**src/rtl/dff_bank_arbiter.sv**
```systemverilog
// rtl/dff_bank_arbiter.sv - serializes single-word accesses from NREQ requesters onto a shared DFF bank
// Round-robin by default; define DFF_ARB_FIXED_PRIO_EN for fixed lowest-index-wins priority.
module dff_bank_arbiter #(
  parameter int NREQ  = 4,
  parameter int WIDTH = 8,
  parameter int DEPTH = 4,
  localparam int AW   = $clog2(DEPTH),
  localparam int LW   = $clog2(NREQ)
) (
  input  logic                  clk,
  input  logic                  reset,
  input  logic [NREQ-1:0]       req,
  input  logic [NREQ-1:0]       we,
  input  logic [NREQ*AW-1:0]    addr,
  input  logic [NREQ*WIDTH-1:0] wdata,
  output logic [NREQ-1:0]       gnt,
  output logic [WIDTH-1:0]      rdata,
  output logic                  rvalid,
  output logic                  busy
);

  typedef enum logic [1:0] {S_IDLE, S_GRANT, S_DONE} state_t;

  state_t           r_state;
  state_t           w_state_nxt;
  logic [LW-1:0]    r_last;
  logic [LW-1:0]    w_win;
  logic             w_any;
  logic             w_take;
  logic             r_we;
  logic [AW-1:0]    r_addr;
  logic [WIDTH-1:0] r_wdata;
  logic [NREQ-1:0]  r_gnt;
  logic [WIDTH-1:0] r_rdata;
  logic             r_rvalid;
  logic [WIDTH-1:0] r_bank [DEPTH];
  logic [AW-1:0]    w_addr_a  [NREQ];
  logic [WIDTH-1:0] w_wdata_a [NREQ];

  for (genvar g = 0; g < NREQ; g++) begin : g_unpack
    assign w_addr_a[g]  = addr[g*AW +: AW];
    assign w_wdata_a[g] = wdata[g*WIDTH +: WIDTH];
  end

  function automatic logic [LW-1:0] f_wrap(input int v);
    f_wrap = LW'(v % NREQ);
  endfunction

  assign w_any  = |req;
  assign w_take = (r_state == S_IDLE) && w_any;

  // Scan from the farthest candidate to the nearest so the nearest asserted one wins.
  always_comb begin
    w_win = '0;
`ifdef DFF_ARB_FIXED_PRIO_EN
    for (int i = NREQ - 1; i >= 0; i--) begin
      if (req[f_wrap(i)]) w_win = f_wrap(i);
    end
`else
    for (int k = NREQ; k >= 1; k--) begin
      if (req[f_wrap(int'(r_last) + k)]) w_win = f_wrap(int'(r_last) + k);
    end
`endif
  end

  always_ff @(posedge clk or negedge reset) begin
    if (!reset) r_state <= S_IDLE;
    else        r_state <= w_state_nxt;
  end

  always_comb begin
    w_state_nxt = r_state;
    case (r_state)
      S_IDLE:  if (w_any) w_state_nxt = S_GRANT;
      S_GRANT: w_state_nxt = S_DONE;
      S_DONE:  w_state_nxt = S_IDLE;
      default: w_state_nxt = S_IDLE;
    endcase
  end

  always_ff @(posedge clk or negedge reset) begin
    if (!reset) begin
      r_last   <= LW'(NREQ - 1);
      r_gnt    <= '0;
      r_we     <= 1'b0;
      r_addr   <= '0;
      r_wdata  <= '0;
      r_rdata  <= '0;
      r_rvalid <= 1'b0;
      for (int i = 0; i < DEPTH; i++) r_bank[i] <= '0;
    end else begin
      r_gnt    <= '0;
      r_rvalid <= 1'b0;
      if (w_take) begin
        r_gnt   <= NREQ'(1) << w_win;
        r_last  <= w_win;
        r_we    <= we[w_win];
        r_addr  <= w_addr_a[w_win];
        r_wdata <= w_wdata_a[w_win];
      end
      if (r_state == S_GRANT) begin
        if (r_we) begin
          r_bank[r_addr] <= r_wdata;
        end else begin
          r_rdata  <= r_bank[r_addr];
          r_rvalid <= 1'b1;
        end
      end
    end
  end

  assign gnt    = r_gnt;
  assign rdata  = r_rdata;
  assign rvalid = r_rvalid;
  assign busy   = (r_state != S_IDLE);

endmodule

```
**config.mk**
```make
export PLATFORM = sky130hd
export DESIGN_NAME = dff_bank_arbiter
export DESIGN_NICKNAME = d
export VERILOG_FILES = /design/src/rtl/dff_bank_arbiter.sv
export SDC_FILE = /design/constraint.sdc
export NUM_CORES = 1
export LEC_CHECK = 0
export ABC_AREA = 1
export BUFFER_PORTS_ARGS = -buffer_cell sky130_fd_sc_hd__buf_2
export CELL_PAD_IN_SITES_DETAIL_PLACEMENT = 2
export CELL_PAD_IN_SITES_GLOBAL_PLACEMENT = 2
export CORE_UTILIZATION = 34
export DETAILED_ROUTE_END_ITERATION = 6
export PLACE_DENSITY = 0.95
export SETUP_SLACK_MARGIN = 0.3
export SYNTH_ARGS = -nofsm -noshare
export SYNTH_HDL_FRONTEND = slang
export SYNTH_SLANG_ARGS = --single-unit
```
**constraint.sdc**
```tcl
create_clock -name clk -period 3.5 [get_ports clk]
set_input_delay 0.35 -clock clk [delete_from_list [all_inputs] [get_ports clk]]
set_output_delay 0.35 -clock clk [all_outputs]
set_load 0.1 [all_outputs]
```
==> results of run 1 <==
worst max-delay path, delay by kind of cell, from the launching register on:
kind          cells  cell delay (ns)
buf+inv           2             0.12
simple gates     11             1.57
flops             1             0.62
cells by family after synthesis:
logic type,after synthesis,share of synthesized area
buffers and inverters,82,0.108
flip-flops,60,0.472
AND/OR/NAND/NOR,195,0.268
multiplexers,29,0.103
AO/OA/AOI/OAI,25,0.0495
per-layer routing:
layer / up-vias / track usage
met2: 65 / 0.364
met5: - / 0
met4: 0 / 0.0620
met1: 1355 / 0.259
li1: 1356 / -
met3: 9 / 0.0376
cells in the final DEF, fill, tap and decap left out, types with 6 or more instances in the layout:
cell / n
nand2_1: 126
o21ai_0: 14
buf_2: 63
nand3_1: 48
o2111ai_1: 6
nor2_1: 7
inv_1: 64
dfrtp_1: 58
clkbuf_8: 10
mux2_2: 29
flip-flops by register name, summed over array words and instances (netlist names):
register	count
rdata	8
r_we	1
r_addr	2
r_bank	32
r_state	2
r_last	2
r_wdata	8
gnt	4
rvalid	1
area by class of cell:
type	count	area (sq um)	share of cell area
Inverter	68	258	0.0680
Timing Repair Buffer	66	338	0.0892
Tap cell	108	135	0.0357
Clock inverter	5	75.1	0.0198
Sequential cell	60	1500	0.397
Multi-Input combinational cell	249	1340	0.353
Clock buffer	11	141	0.0373
power groups by stage:
stage	registers (W)	clock network (W)	logic, W
global route	0.00129	0.000734	0.00257
floorplan	0.00156	0	0.00151
global placement	0.00122	0	0.00220
CTS	0.00126	0.000703	0.00233
finish	0.00125	0.000686	0.00230
detailed placement	0.00125	0	0.00230
metrics by stage:
| step | hold WS, ns | instance area (sq um) | utilization | power (W) | setup WS (ns) |
|---|---|---|---|---|---|
| 3_3_place_gp | 0.449 | 3570 | 0.402 | 0.00342 | 1.24 |
| 6_report | 0.0852 | 3790 | 0.426 | 0.00424 | 1.06 |
| 3_5_place_dp | 0.473 | 3570 | 0.402 | 0.00356 | 1.10 |
| 4_1_cts | 0.105 | 3790 | 0.426 | 0.00429 | 1.08 |
| 2_1_floorplan | 0.0544 | 3190 | - | 0.00308 | 1.72 |
| 5_1_grt | 0.143 | 3790 | 0.426 | 0.00459 | 0.873 |
final timing paths:
path,start,endpoint,depth (start not counted)
worst max-delay path,r_last[0]$_DFFE_PN1P_,r_wdata[7]$_DFFE_PN0P_,13
worst min-delay path,reset,r_state[0]$_DFFE_PN0P_,1
worst max register to register,r_last[0]$_DFFE_PN1P_,r_wdata[7]$_DFFE_PN0P_,13
worst min register to register,rdata[3]$_DFFE_PN0P_,rdata[3]$_DFFE_PN0P_,1
max in group asynchronous,reset,r_bank[22]$_DFFE_PN0P_,2
min in group clk,wdata[28],r_wdata[4]$_DFFE_PN0P_,7
==> out/metrics.yaml, run 1 <==
synth_top_flop_cell: "dfrtp_1"
synth-seq-cells: 60
p_leak_nw: 2.10
syn_to_final_growth_pct: 18.9
drive_above_1_share: 0.277
ctsHoldBuffers: 0
swShare: 0.505
worstSetupEndpointType: "flip-flop"
avgSynthCellArea_sq_um: 8.15
io_pins: 64
yosys_warnings: 0
p_switching_w: 0.00214
post_layout_nonfiller_instances: 567
initial_core_util: 0.358
grt_pass1_wl_mm: 15.6
met3_length_um: 308
crit_slowest_cell: "dfstp_2"
clk_latency_ns: 0.35
numPortBuffers: 63
fillers: 993
clockPowerShare: 0.162
cpMostUsedCell: "nand2_1"
outcome: "finished, final reports clean"
wl_per_cell_um: 16.3
yosys.area.top_type: "dfrtp_1"
antenna_found_initial: 0
comb_power_share: 0.543
nets: 504
wl_met2_mm: 4.61
die_area_sq_mm: 0.00976
synth_area_leaders: "dfrtp_1 (46%), nand2_1 (15%), mux2_2 (10%)"
cts_buffer_depth: 2
max_stage_delay_ns: 0.62
finalSetupTns_ns: 0
hold_class: "in2async"
grt_start_max_net_pins: 36
async_flop_share: 1.00
routed_wl_mm: 9.23
grt_pass1_vias: 3094
setup_violations: 0
die_w_um: 98.8
postCtsSetupRepairBufs: 0
grt_setup_unrepaired: "false"
slew_viol_final: 0
cts.sinks: 60
cts_buffers: 9
p_int_w: 0.00210
synth_edf_count: 0
yosysMostFrequentCell: "nand2_1"
finalClockSkew_ns: 0.00590
grt_use_total: 0.207
cp-start-kind: "flip-flop"
timing.final.crit_share: 0.697
path_cells: "inv_4 -> nand2_1 -> nand3_1 -> nand2_1 -> inv_2 -> nand2_2 -> nand3_2 -> nand2_4 -> nand2_1 -> nand3_1 -> nand2_1 -> nand2_1 -> nand2_1"
viasPerCell: 4.91
drc: 0
dr.max_layer_used: "met4"
antenna_cells: 0
tritoncts: "built"
synth_cell_type_count: 28
synth_common_cells: "nand2_1 (126), inv_1 (64), dfrtp_1 (58), nand3_1 (48), mux2_2 (29)"
vias: 2785
die_h_um: 98.8
place.gp.congestion: 0.788
cap_violations: 0
ys_seq_area_frac: 0.472
tightest_slew_ns: 0.977
synth.cell_area_sq_mm: 0.00319
clk_pin_slew_ns: 0.07
cts_resized: 0
cp.arrival_ns: 2.67
htree_levels: 3
finalHoldViolations: 0
period_needed_ns: 2.44
power_density_mw_per_mm2: 1120
overflow: 0
cts_root_buffer: "clkbuf_8"
dp_hpwl_mm: 6.68
critPathKind: "reg2reg"
drt-initial-drc-count: 72
placedCellCount: 551
rows: 34
vdd_ir_drop_max_v: 0.000340
reg2reg_setup_slack_ns: 1.06
core_area_sq_mm: 0.00889
final_antenna_net_count: 0
met1_length_mm: 4.21
pwr-share-seq: 0.296
fmax_mhz: 410
syn_inst: 391
crit_required_ns: 3.73
critPathMaxFanout: 25
drt-pass1-iter-count: 4
slew_headroom: 0.346
synth.top_cell.area_share: 0.456
synth.net_count: 441
(Power assumes the default switching activity.)
==> run 2, diff against run 1 <==
--- a/config.mk
+++ b/config.mk
@@ -9,9 +9,9 @@
 export BUFFER_PORTS_ARGS = -buffer_cell sky130_fd_sc_hd__buf_2
 export CELL_PAD_IN_SITES_DETAIL_PLACEMENT = 2
 export CELL_PAD_IN_SITES_GLOBAL_PLACEMENT = 2
-export CORE_UTILIZATION = 34
+export CORE_UTILIZATION = 29
 export DETAILED_ROUTE_END_ITERATION = 6
-export PLACE_DENSITY = 0.95
+export PLACE_DENSITY = 0.88
 export SETUP_SLACK_MARGIN = 0.3
 export SYNTH_ARGS = -nofsm -noshare
 export SYNTH_HDL_FRONTEND = slang
==> constraint.sdc (replaced) <==
create_clock -name clk -period 2.2 [get_ports clk]
set_input_delay 0.22 -clock clk [delete_from_list [all_inputs] [get_ports clk]]
set_output_delay 0.22 -clock clk [all_outputs]
set_load 0.1 [all_outputs]
==> run 2 against run 1 <==
  * The flow now finishes with violations (negative setup slack)
  * Final cell count grew 10%
  * Count of clock-buffer cells in the layout grew 2
  * First-iteration DRC count grew 65%
  * Clock skew grew 0.0047 ns
  * Critical path type unchanged
  * Highest routed layer unchanged
==> out/metrics.yaml, run 2 (same netlist as run 1, synthesis figures left out) <==
drt-pass1-iter-count: 4  # unchanged
finalClockSkew_ns: 0.0106  # +0.00470 ns
clk_latency_ns: 0.34  # about the same
cts_buffer_depth: 2  # unchanged
grt_pass1_wl_mm: 19.1  # +22%
cp-start-kind: "flip-flop"
drive_above_1_share: 0.424  # +0.148
numPortBuffers: 63  # unchanged
fillers: 1154  # +16%
cts_root_buffer: "clkbuf_8"
cpLargestDelayFamily: "simple AND/OR/NAND/NOR gates"
final_antenna_net_count: 0  # unchanged
post_layout_nonfiller_instances: 626  # +10%
period_needed_ns: 2.24  # -0.195 ns
max_stage_delay_ns: 0.65  # +0.03 ns
die_h_um: 107  # +8.1%
wl_per_cell_um: 21.3  # +31%
syn_to_final_growth_pct: 42.6
crit_slowest_cell: "dfstp_2"
setup_ws_ns: -0.0448  # -1.11 ns
core_area_sq_mm: 0.0105  # +18%
mostFrequentLayoutCells: "nand2_1 (102), inv_1 (64), buf_2 (63)"
hold_class: "in2reg"
io_pins: 64  # unchanged
placedCellCount: 583  # +5.8%
antenna_cells: 0  # unchanged
cp.depth: 14  # +1
nets: 535  # +6.2%
crit_required_ns: 2.42  # -1.31 ns
cap_violations: 0  # unchanged
vias: 3162  # +14%
overflow: 0  # unchanged
setup_violations: 3  # +3
viasPerCell: 5.05  # +2.8%
cpMostUsedCell: "nand2_2"
grt_pass1_vias: 3589  # +16%
die_area_sq_mm: 0.0114  # +17%
critPathMaxFanout: 6  # -76%
r2r_cells: 14  # +1
critPathKind: "reg2reg"
tritoncts: "built"
violations: "negative setup slack"
dp_hpwl_mm: 6.77  # +1.3%
drc: 0  # unchanged
final_common_cell: "nand2_1"
multiInputGateArea_sq_mm: 0.00173  # +29%
worstSetupEndpointType: "flip-flop"
grt_use_total: 0.221  # +0.0137
top_register: "r_bank"
grt_setup_unrepaired: "true"
tightest_slew_ns: 0.712  # -0.265 ns
rr_endpoint: "r_we$_DFFE_PN0P_"
fmax_mhz: 445  # +8.7%
crit_buf_inv: 4  # +2
r2r-start: "r_last[0]$_DFFE_PN1P_"
utilization: 0.432  # +0.00607
slew_headroom: 0.523  # +0.177
initial_core_util: 0.303  # -0.0552
slew_viol_final: 0  # unchanged
place.gp.congestion: 0.786  # -0.23%
drt-initial-drc-count: 119  # +65%
cts.sinks: 60  # unchanged
outcome: "finished, violations left"
seqCellArea_sq_mm: 0.00150  # unchanged
antenna_found_initial: 0  # unchanged
die_w_um: 107  # +8.1%
cp.arrival_ns: 2.46  # -0.21 ns
routed_wl_mm: 13.3  # +44%
rows: 37  # +8.8%
grt_start_max_net_pins: 33  # -8.3%
reg2reg_setup_slack_ns: -0.04  # -1.11 ns
crit_start: "r_last[0]$_DFFE_PN1P_"
clk_pin_slew_ns: 0.07  # about the same
path_cells: "buf_4 -> nand2_1 -> o21ai_4 -> nand2_2 -> nand2_2 -> inv_4 -> nand3_4 -> buf_6 -> buf_16 -> nand3_4 -> nand3_2 -> nand2_2 -> nand2_2 -> nand2_2"
cts_buffers: 9  # unchanged
critPathCapture: "r_we$_DFFE_PN0P_"
largest_register_ffs: 32  # unchanged
htree_levels: 3  # unchanged
finalHoldViolations: 0  # unchanged
timing.final.crit_share: 1.02  # +0.323
==> run 2: cell count changes in the layout (fill, tap and decap cells not counted), sizes merged <==
cell / before / now
dlygate4sd3: 0 / 1
bufinv: 2 / 1
inv: 68 / 67
nand2: 131 / 136
buf: 66 / 90
clkbuf: 11 / 14
==> run 2: timing repair <==
action / CTS / global route
setup endpoints to repair: 15 / 17
endpoints found under the hold margin: 26 / 0
cloned: 6 / 2
gates resized for setup: 38 / 58
pin swaps: 19 / 33
buffers inserted: 12 / 6
hold buffers: 1 / 0
==> run 2: cell type report <==
type	count	share of cell area
clock buffers	13	0.0372
well taps	136	0.0375
clock inverters	3	0.00964
multi-input cells	254	0.380
repair buffers	92	0.145
flip-flops and latches	60	0.331
inverters	68	0.0595
==> run 2: how the worst min path moves through the flow <==
stage               from                     end  cells after the start
3_5_place_dp       reset    rdata[7]$_DFFE_PN0P_                      1
3_3_place_gp       reset    rdata[7]$_DFFE_PN0P_                      1
4_1_cts        wdata[26]  r_wdata[2]$_DFFE_PN0P_                      7
2_1_floorplan      reset        gnt[0]$_DFF_PN0_                      0
6_report       wdata[13]  r_wdata[5]$_DFFE_PN0P_                      7
5_1_grt         wdata[0]  r_wdata[0]$_DFFE_PN0P_                      7
==> run 2: worst reg2reg max path, delay by kind of cell, from the launching register on <==
| family | cells | cell delay (ns) |
|---|---|---|
| AO/OA/AOI/OAI | 1 | 0.11 |
| buffers and inverters | 4 | 0.53 |
| flip-flops | 1 | 0.65 |
| AND/OR/NAND/NOR | 9 | 0.83 |
==> run 2: metrics by stage <==
| step | area, sq um | worst slack (ns) | TNS (ns) | hold slack [ns] |
|---|---|---|---|---|
| after global placement | 3650 | 0.271 | 0 | 0.290 |
| final | 4540 | -0.0448 | -0.0640 | 0.339 |
| after detailed placement | 3650 | 0.148 | 0 | 0.311 |
| after global routing | 4540 | -0.0920 | -0.627 | 0.357 |
| after floorplan | 3190 | 0.423 | 0 | -0.0756 |
| after CTS | 4210 | 0.287 | 0 | 0.265 |
==> run 2: per-layer routing <==
metal  up-vias  share of wire  track usage
li1       1420              -            -
met1      1608           0.40        0.240
met2        98           0.52        0.407
met3        36          0.032       0.0462
met4         0          0.038        0.104
met5         -              0            0
Power of run 2 is not shown: default switching activity piles up to over one toggle a cycle in this logic, so the estimate is an artifact.
